### src/rtl/reorder_buffer_pkg.sv
// Shared ROB constants and entry layout so Rename and Issue pack alloc/tag buses identically.
package reorder_buffer_pkg;

   localparam int unsigned ROB_DEPTH  = 32;
   localparam int unsigned ROB_TAG_W  = 5;
   localparam int unsigned ROB_PHYS_W = 6;
   localparam int unsigned ROB_ARCH_W = 5;
   localparam int unsigned ROB_PC_W   = 32;

   typedef struct packed {
      logic [ROB_ARCH_W-1:0] arch;
      logic [ROB_PHYS_W-1:0] new_phys;
      logic [ROB_PHYS_W-1:0] old_phys;
      logic                  regwrite;
      logic                  store;
      logic [ROB_PC_W-1:0]   pc;
   } rob_entry_t;

   // x0 is hardwired, so its displaced mapping is never handed back to the free list.
   function automatic logic returns_mapping(input rob_entry_t e);
      return e.regwrite && (e.arch != '0);
   endfunction

endpackage

### src/rtl/reorder_buffer_rob_ptr.sv
// Wrapping TAG_W-bit slot pointer with increment and synchronous clear.
module reorder_buffer_rob_ptr #(
   parameter int unsigned TAG_W = 5
) (
   input  logic             CLK,
   input  logic             RESET,
   input  logic             clear,
   input  logic             inc,
   output logic [TAG_W-1:0] ptr
);

   logic [TAG_W-1:0] ptr_q;

   always_ff @(posedge CLK or negedge RESET) begin
      if (!RESET) begin
         ptr_q <= '0;
      end else if (clear) begin
         ptr_q <= '0;
      end else if (inc) begin
         ptr_q <= ptr_q + TAG_W'(1);
      end
   end

   assign ptr = ptr_q;

endmodule

### src/rtl/reorder_buffer.sv
// In-order retirement ROB: allocate at tail, complete by tag, retire one per cycle from head.
// Optional ROB_STATS_EN adds retire/full-cycle counters and a per-retire trace.
module reorder_buffer
   import reorder_buffer_pkg::*;
#(
   parameter int unsigned DEPTH  = ROB_DEPTH,
   parameter int unsigned TAG_W  = ROB_TAG_W,
   parameter int unsigned PHYS_W = ROB_PHYS_W,
   parameter int unsigned ARCH_W = ROB_ARCH_W
) (
   input  logic              CLK,
   input  logic              RESET,
   input  logic              FLUSH,
   input  logic              alloc_valid,
   input  logic [ARCH_W-1:0] alloc_arch_reg,
   input  logic [PHYS_W-1:0] alloc_new_phys,
   input  logic [PHYS_W-1:0] alloc_old_phys,
   input  logic              alloc_regwrite,
   input  logic              alloc_store,
   input  logic [31:0]       alloc_pc,
   output logic [TAG_W-1:0]  alloc_tag,
   output logic              rob_halt,
   input  logic              complete_valid,
   input  logic [TAG_W-1:0]  complete_tag,
   output logic              retire_valid,
   output logic [ARCH_W-1:0] retire_arch_reg,
   output logic [PHYS_W-1:0] retire_new_phys,
   output logic              return_map,
   output logic [PHYS_W-1:0] returned_mapping,
   output logic              retire_store,
   output logic [31:0]       retire_pc,
   output logic [TAG_W:0]    count,
   output logic              empty
`ifdef ROB_STATS_EN
   ,
   output logic [31:0]       stat_retired,
   output logic [31:0]       stat_full_cycles
`endif
);

   localparam logic [TAG_W:0] FullCount = (TAG_W+1)'(DEPTH);

   logic [DEPTH-1:0] valid_q, done_q;
   rob_entry_t       ent_q [DEPTH];
   logic [TAG_W:0]   count_q;
   logic [TAG_W-1:0] head, tail;
   rob_entry_t       head_ent;
   logic             alloc_ok, retire_ok;

   rob_entry_t       ret_q;
   logic             ret_valid_q, ret_map_q;
   logic [PHYS_W-1:0] ret_mapping_q;

   assign rob_halt  = (count_q == FullCount);
   assign head_ent  = ent_q[head];
   assign alloc_ok  = alloc_valid && !rob_halt && !FLUSH;
   assign retire_ok = valid_q[head] && done_q[head] && !FLUSH;

   reorder_buffer_rob_ptr #(.TAG_W(TAG_W)) u_head (
      .CLK   (CLK),
      .RESET (RESET),
      .clear (FLUSH),
      .inc   (retire_ok),
      .ptr   (head)
   );

   reorder_buffer_rob_ptr #(.TAG_W(TAG_W)) u_tail (
      .CLK   (CLK),
      .RESET (RESET),
      .clear (FLUSH),
      .inc   (alloc_ok),
      .ptr   (tail)
   );

   // Later writes win: a retiring head clears done even if completed again this edge.
   always_ff @(posedge CLK or negedge RESET) begin
      if (!RESET) begin
         valid_q <= '0;
         done_q  <= '0;
         count_q <= '0;
      end else if (FLUSH) begin
         valid_q <= '0;
         done_q  <= '0;
         count_q <= '0;
      end else begin
         if (complete_valid && valid_q[complete_tag]) begin
            done_q[complete_tag] <= 1'b1;
         end
         if (retire_ok) begin
            valid_q[head] <= 1'b0;
            done_q[head]  <= 1'b0;
         end
         if (alloc_ok) begin
            valid_q[tail] <= 1'b1;
            done_q[tail]  <= 1'b0;
         end
         count_q <= count_q + (TAG_W+1)'(alloc_ok) - (TAG_W+1)'(retire_ok);
      end
   end

   always_ff @(posedge CLK) begin
      if (alloc_ok) begin
         ent_q[tail] <= '{arch:     alloc_arch_reg,
                          new_phys: alloc_new_phys,
                          old_phys: alloc_old_phys,
                          regwrite: alloc_regwrite,
                          store:    alloc_store,
                          pc:       alloc_pc};
      end
   end

   always_ff @(posedge CLK or negedge RESET) begin
      if (!RESET) begin
         ret_valid_q   <= 1'b0;
         ret_q         <= '0;
         ret_map_q     <= 1'b0;
         ret_mapping_q <= '0;
      end else begin
         ret_valid_q   <= retire_ok;
         ret_q         <= retire_ok ? head_ent : '0;
         ret_map_q     <= retire_ok && returns_mapping(head_ent);
         ret_mapping_q <= (retire_ok && returns_mapping(head_ent)) ? head_ent.old_phys : '0;
      end
   end

   assign alloc_tag        = tail;
   assign count            = count_q;
   assign empty            = (count_q == '0);
   assign retire_valid     = ret_valid_q;
   assign retire_arch_reg  = ret_q.arch;
   assign retire_new_phys  = ret_q.new_phys;
   assign retire_store     = ret_q.store;
   assign retire_pc        = ret_q.pc;
   assign return_map       = ret_map_q;
   assign returned_mapping = ret_mapping_q;

`ifdef ROB_STATS_EN
   logic [31:0] stat_retired_q, stat_full_q;

   // Counters survive FLUSH; only RESET clears them.
   always_ff @(posedge CLK or negedge RESET) begin
      if (!RESET) begin
         stat_retired_q <= '0;
         stat_full_q    <= '0;
      end else begin
         if (ret_valid_q) stat_retired_q <= stat_retired_q + 32'd1;
         if (rob_halt)    stat_full_q    <= stat_full_q + 32'd1;
      end
   end

   assign stat_retired     = stat_retired_q;
   assign stat_full_cycles = stat_full_q;

   always_ff @(posedge CLK) begin
      if (RESET && ret_valid_q) begin
         $display("rob retire pc=%08h arch=%0d phys=%0d", ret_q.pc, ret_q.arch, ret_q.new_phys);
      end
   end
`endif

endmodule
### config.mk
export PLATFORM = sky130hd
export DESIGN_NAME = reorder_buffer
export DESIGN_NICKNAME = d
export VERILOG_FILES = /design/src/rtl/reorder_buffer_pkg.sv /design/src/rtl/reorder_buffer_rob_ptr.sv /design/src/rtl/reorder_buffer.sv
export SDC_FILE = /design/constraint.sdc
export NUM_CORES = 2
export LEC_CHECK = 0
export ABC_CLOCK_PERIOD_IN_PS = 5150
export CORE_MARGIN = 2
export CORE_UTILIZATION = 55
export DETAILED_ROUTE_END_ITERATION = 12
export PLACE_DENSITY = 0.77
export SLEW_MARGIN = 20
export SYNTH_ARGS = -nofsm -noshare
export SYNTH_HDL_FRONTEND = slang
export SYNTH_SLANG_ARGS = --single-unit
### constraint.sdc
create_clock -name CLK -period 5.15 [get_ports CLK]
set_input_delay 1.03 -clock CLK [delete_from_list [all_inputs] [get_ports CLK]]
set_output_delay 1.03 -clock CLK [all_outputs]
set_load 0.01 [all_outputs]
# After elaboration in Yosys (flattened, before gate mapping)
# Memories as Yosys holds them, arrays and structs flattened.
# Index checks and enable logic that the tools add are counted.
# totals
ff_bits	132
ramBits	1632
elab_cells	78
memories	1
# classes
add_sub_neg	4
n_lt_le_gt_ge	6
eq_ne	1
mux	31
bitwise	7
n_reduce_logical	16
# mem_list
memory	words	width	rd	rd_clocked_by_memory_dff	wr	line_no	text
ent_q	32	51	1	0	1	reorder_buffer.sv:44	rob_entry_t ent_q [DEPTH];
# op_table
cell	count
32-bit 2-to-1 mux	10
32-bit bitwise AND	3
32-bit inverter	2
32-bit bitwise OR	2
51-bit 2-to-1 mux	1
5-bit 2-to-1 mux	4
5-bit by 6-bit < comparator with 1-bit output (second input constant)	3
1-bit binary-select mux with 5-bit select	3
1-bit demux with 5-bit select	3
5-bit by 1-bit greater-or-equal comparator with 1-bit output (second input constant)	3
6-bit 2-to-1 mux	2
5-bit by 1-bit adder with 5-bit output (second input constant)	2
1-bit logical AND	10
1-bit 2-to-1 mux	8
6-bit by 1-bit adder with 6-bit output	1
6-bit == test (second input constant)	1
6-bit zero test	1
6-bit by 1-bit subtractor with 6-bit output	1
5-bit nonzero test	1
2-bit nonzero test	2
1-bit zero test	2

# Depth between registers and ports, before layout
# depth
word_depth	13
ltp_mapped	17
ltp_nobuf	15

# Hierarchy
# Synthesis repeated with hierarchy kept, for this count alone.
# hier_totals
cells_unflattened	3203
area_unflattened_um2	67576.1
# by_module_without_submodules
mod	instances	cells_per_inst	area_per_inst_um2	seq_area_each_um2
reorder_buffer	1	3159	67070.6	52059.9
reorder_buffer_rob_ptr	2	22	252.7	125.1

# Worst setup path after synthesis
# No wires, ideal clock.
# synth_path
kind	input-to-reg
start	in FLUSH
end	mem ent_q[15][0] (netlist bit) (enable)
arrival_ns	5.299
required_time_ns	4.623
path_slack_ns	-0.676
cell_stages	4
path_buffers	1
path_cell_list	clkbuf_1 nor3b_1 inv_1 nor3_1
# synth_via
elab_chain_cells	4
# synth_lines
item	line_no	text
from (decl)	reorder_buffer.sv:13	input logic FLUSH,
1-bit zero test	reorder_buffer.sv:56	assign alloc_ok = alloc_valid && !rob_halt && !FLUSH;
1-bit logical AND	reorder_buffer.sv:56	
1-bit 2-to-1 mux	reorder_buffer.sv:102	if (alloc_ok) begin
1-bit 2-to-1 mux (not written as such)	reorder_buffer.sv:103	ent_q[tail] <= '{arch: alloc_arch_reg,
to (decl)	reorder_buffer.sv:44	
# No other way between the ends.

# Worst setup path after layout
# layout_path
start	reg u_head.ptr_q[2] (netlist: u_head.ptr[2])
end	reg count_q[4] (netlist: count[4])
# layout_via
elab_chain_cells	6
# layout_lines
item	line_no	text
from (decl)	reorder_buffer_rob_ptr.sv:12	logic [TAG_W-1:0] ptr_q;
from (signal assigned)	reorder_buffer_rob_ptr.sv:20	ptr_q <= ptr_q + TAG_W'(1);
1-bit binary-select mux with 5-bit select	reorder_buffer.sv:57	assign retire_ok = valid_q[head] && done_q[head] && !FLUSH;
1-bit 2-to-1 mux (not written as such)	reorder_buffer.sv:57	
1-bit logical AND (*) (2 in a row)	reorder_buffer.sv:57	
named net retire_ok	reorder_buffer.sv:48	logic alloc_ok, retire_ok;
6-bit by 1-bit subtractor with 6-bit output (*)	reorder_buffer.sv:97	count_q <= count_q + (TAG_W+1)'(alloc_ok) - (TAG_W+1)'(retire_ok);
6-bit 2-to-1 mux (*)	reorder_buffer.sv:81	end else if (FLUSH) begin
to (signal assigned)	reorder_buffer.sv:97	
to (decl)	reorder_buffer.sv:45	logic [TAG_W:0] count_q;
# Mark *: on every way through the listed nets, which the timed path passes. The rest lies on a longest branch. The select of a mux whose other input is x is not followed.
# A chain may end at the register's enable or synchronous reset.

==> reports/qor.csv <==
metric,value,unit
status,completed,
"Cell Area, Synth",0.0674,mm2
initial core utilization,0.554,
largest net degree at the start of global routing,141,
CTS buffer count,164,
synthesis-to-finish area growth,13.3,%
IO buf count,125,
internal power,22.7,mW
slowest CP cell,dfrtp_1,
layout cells sized above 1,0.228,
Tmin final,4110,ps
Hold Buf Count CTS,0,
DIE HEIGHT,354,um
Detail Route Antenna Nets,0,
worst path cell trace,"nand4bb_1, o22ai_1, nor4_4, a22oi_4, nand2_4, inv_2, ha_1, inv_1, ha_1, fa_1, a21oi_1, nor2_1, nor2_1, xor2_1, nor2_1",
most common cell type on the critical path,nor2_1,
"commonest cells after routing, fill and taps aside","edfxtp_1, mux4_2, o22ai_1",
sequential share of power,0.553,
hold violation count in the final report,0,
H-tree levels,4,
CTS tree,yes,
largest register by flop count,ent_q,
main flop type after synthesis,edfxtp_1,
later-pin clock latency in the skew report,810,ps
YS warnings,0,
final wirelength,177000,um
worst reg2reg path endpoint,count[4]$_DFF_PN0_,
syn_area_per_cell,21.4,um2
reg2reg start,u_head.ptr[2]$_DFFE_PN0P_,
Final Cycle Share,0.799,
crit start category,register,
buffers plus inverters on the worst setup path,2,
crit path DAT,4800,ps
# diodes,0,
initial antenna violation count,6,
critical-path maximum fanout,29,
DR vias/cell,6.88,
final setup TNS,0,ps
max FFs per register,1632,
Synth top area share,0.727,
CTS Sinks,1764,
Die W,354,um
Final WS setup,1040,ps
first-pass GRT wire length,256000,um
PostCTS Resize Cnt,0,
"commonest non-fill, non-tap cell in the layout",edfxtp_1,
nets,3436,
r2r worst-path depth,15,
DRC Markers,0,
count of different cell masters after synthesis,62,
Logic pwr share,0.026,
worst path required time,5830,ps
Crit Path Category,register to register,
final setup skew,35.4,ps
Switch Pwr,5.91,mW
Core Footprint,0.122,mm2
worst slew pin tran,1170,ps
RSZ-0062 raised after global routing,false,
drt wl/cell,34.6,um
clk buf depth,3,
Synth async-reset ratio,0.0748,
switching share of power,0.207,
std cell rows,128,
final RePlAce weighted congestion,0.938,
reg2reg setup slack,1040,ps
Overall Global Routing Usage,0.287,
drt pass-1 iters,8,
die area,0.125,mm2
Syn Nets,3233,
slowest cell delay on critical path,890,ps
dpl ws,1090,ps
worst vdd ir,0.316,mV
Worst setup EP type,register,
count of pins over their slew limit,0,
Post-synth EDFFs,1632,
cell accounting for the most synthesized area,edfxtp_1,
hpwl dp,87700,um
initial DRC count,5743,
Max transition margin,0.222,
maxcap violations,0,
largest cells by area after synthesis,"edfxtp_1, mux4_2, dfrtp_1",
"Setup Fix Bufs, Post-CTS",0,
Final setup viols,0,
clock network power share,0.421,
vias in the first global route,35306,
clk slew on worst S/H paths,60,ps
Gate Count Post-Synth,3154,
I/O pin count,126,
Root Driver,clkbuf_16,
Layout Utilization,0.627,
Seq cells post-synth,1764,
register area share after synthesis,0.776,
Hold Path Class,primary input to async pin,
vias,35222,
gr ovfl total,0,
leakage,23.6,nW
Power Dens Cells,375,mW/mm2
Max Clock Freq,0.243,GHz
CP top delay family,simple AND/OR/NAND/NOR gates,
==> routing by layer <==
layer / up-vias / wire, um / track usage
met5: - / 51 / 0
met4: 8 / 6970 / 0.108
met3: 414 / 21700 / 0.0646
met2: 2730 / 84700 / 0.449
met1: 18359 / 64100 / 0.401
li1: 13711 / - / -
==> kinds of logic (layout without fill, tap and decap cells) <==
family,after synthesis,in the layout,share of synthesized area
and+or+nand+nor,300,300,0.0256
muxes,499,499,0.142
buffers and inverters,201,545,0.0146
xor gates and xnor gates,9,9,0.00117
DFF,1764,1764,0.776
adders and majority gates,18,18,0.00345
AOI/OAI and AO/OA,363,363,0.0365
==> stage by stage <==
stage	hold slack, ps	std cells	instance area, um2	total power, mW
CTS	223	5123	76400	28.7
floorplan	472	3154	67400	16.4
detailed placement	532	4816	71100	16.9
global route	257	5123	76400	29.3
global placement	543	4816	71100	16.9
finish	217	5123	76400	28.6
==> final cells by class <==
cell class	count	area (um2)
Inverter	17	63.8
Sequential cell	1764	52300
Multi-Input combinational cell	1189	14400
Tap cell	1625	2030
Clock buffer	212	4430
Timing Repair Buffer	221	2250
Clock inverter	95	893
Fill cell	7822	45400
==> cells in the mapped netlist (13+ instances only) <==
cell,number
clkbuf_1,65
nand2_1,13
dfrtp_1,132
buf_2,59
mux4_2,367
o22ai_1,247
a211oi_1,25
inv_1,16
buf_6,13
or4_1,47
edfxtp_1,1632
buf_1,30
nor2_1,142
mux2i_1,124
a2111oi_1,18
a21oi_1,49
buf_4,15
ha_1,17
==> power by group through the flow <==
stage | clock, mW | combinational, mW | sequential (mW)
after floorplan | 0 | 0.298 | 16.1
after global placement | 0 | 0.733 | 16.1
after detailed placement | 0 | 0.745 | 16.1
after CTS | 12.1 | 0.753 | 15.8
after global routing | 12.6 | 0.813 | 15.8
final | 12.0 | 0.752 | 15.8
==> how the worst max path moves through the flow <==
| stage | from | to | cells after the start |
|---|---|---|---|
| detailed placement | u_head.ptr[2]$_DFFE_PN0P_ | count[4]$_DFF_PN0_ | 15 |
| finish | u_head.ptr[2]$_DFFE_PN0P_ | count[4]$_DFF_PN0_ | 15 |
| CTS | u_head.ptr[2]$_DFFE_PN0P_ | count[4]$_DFF_PN0_ | 15 |
| global route | u_head.ptr[2]$_DFFE_PN0P_ | count[4]$_DFF_PN0_ | 15 |
| global placement | u_head.ptr[2]$_DFFE_PN0P_ | count[4]$_DFF_PN0_ | 15 |
| floorplan | FLUSH | ent_q[25][0]$_DFFE_PP_ | 4 |
==> worst register-to-register path: stages, from the launching register on <==
cell       delay, ps
dfrtp_1          890
nand4bb_1        510
o22ai_1          230
nor4_4           460
a22oi_4          190
nand2_4          120
inv_2            100
ha_1             300
inv_1             40
ha_1             200
fa_1             430
a21oi_1          140
nor2_1            50
nor2_1           110
xor2_1           160
nor2_1            60
No activity file was read; power rests on OpenSTA's default activity.
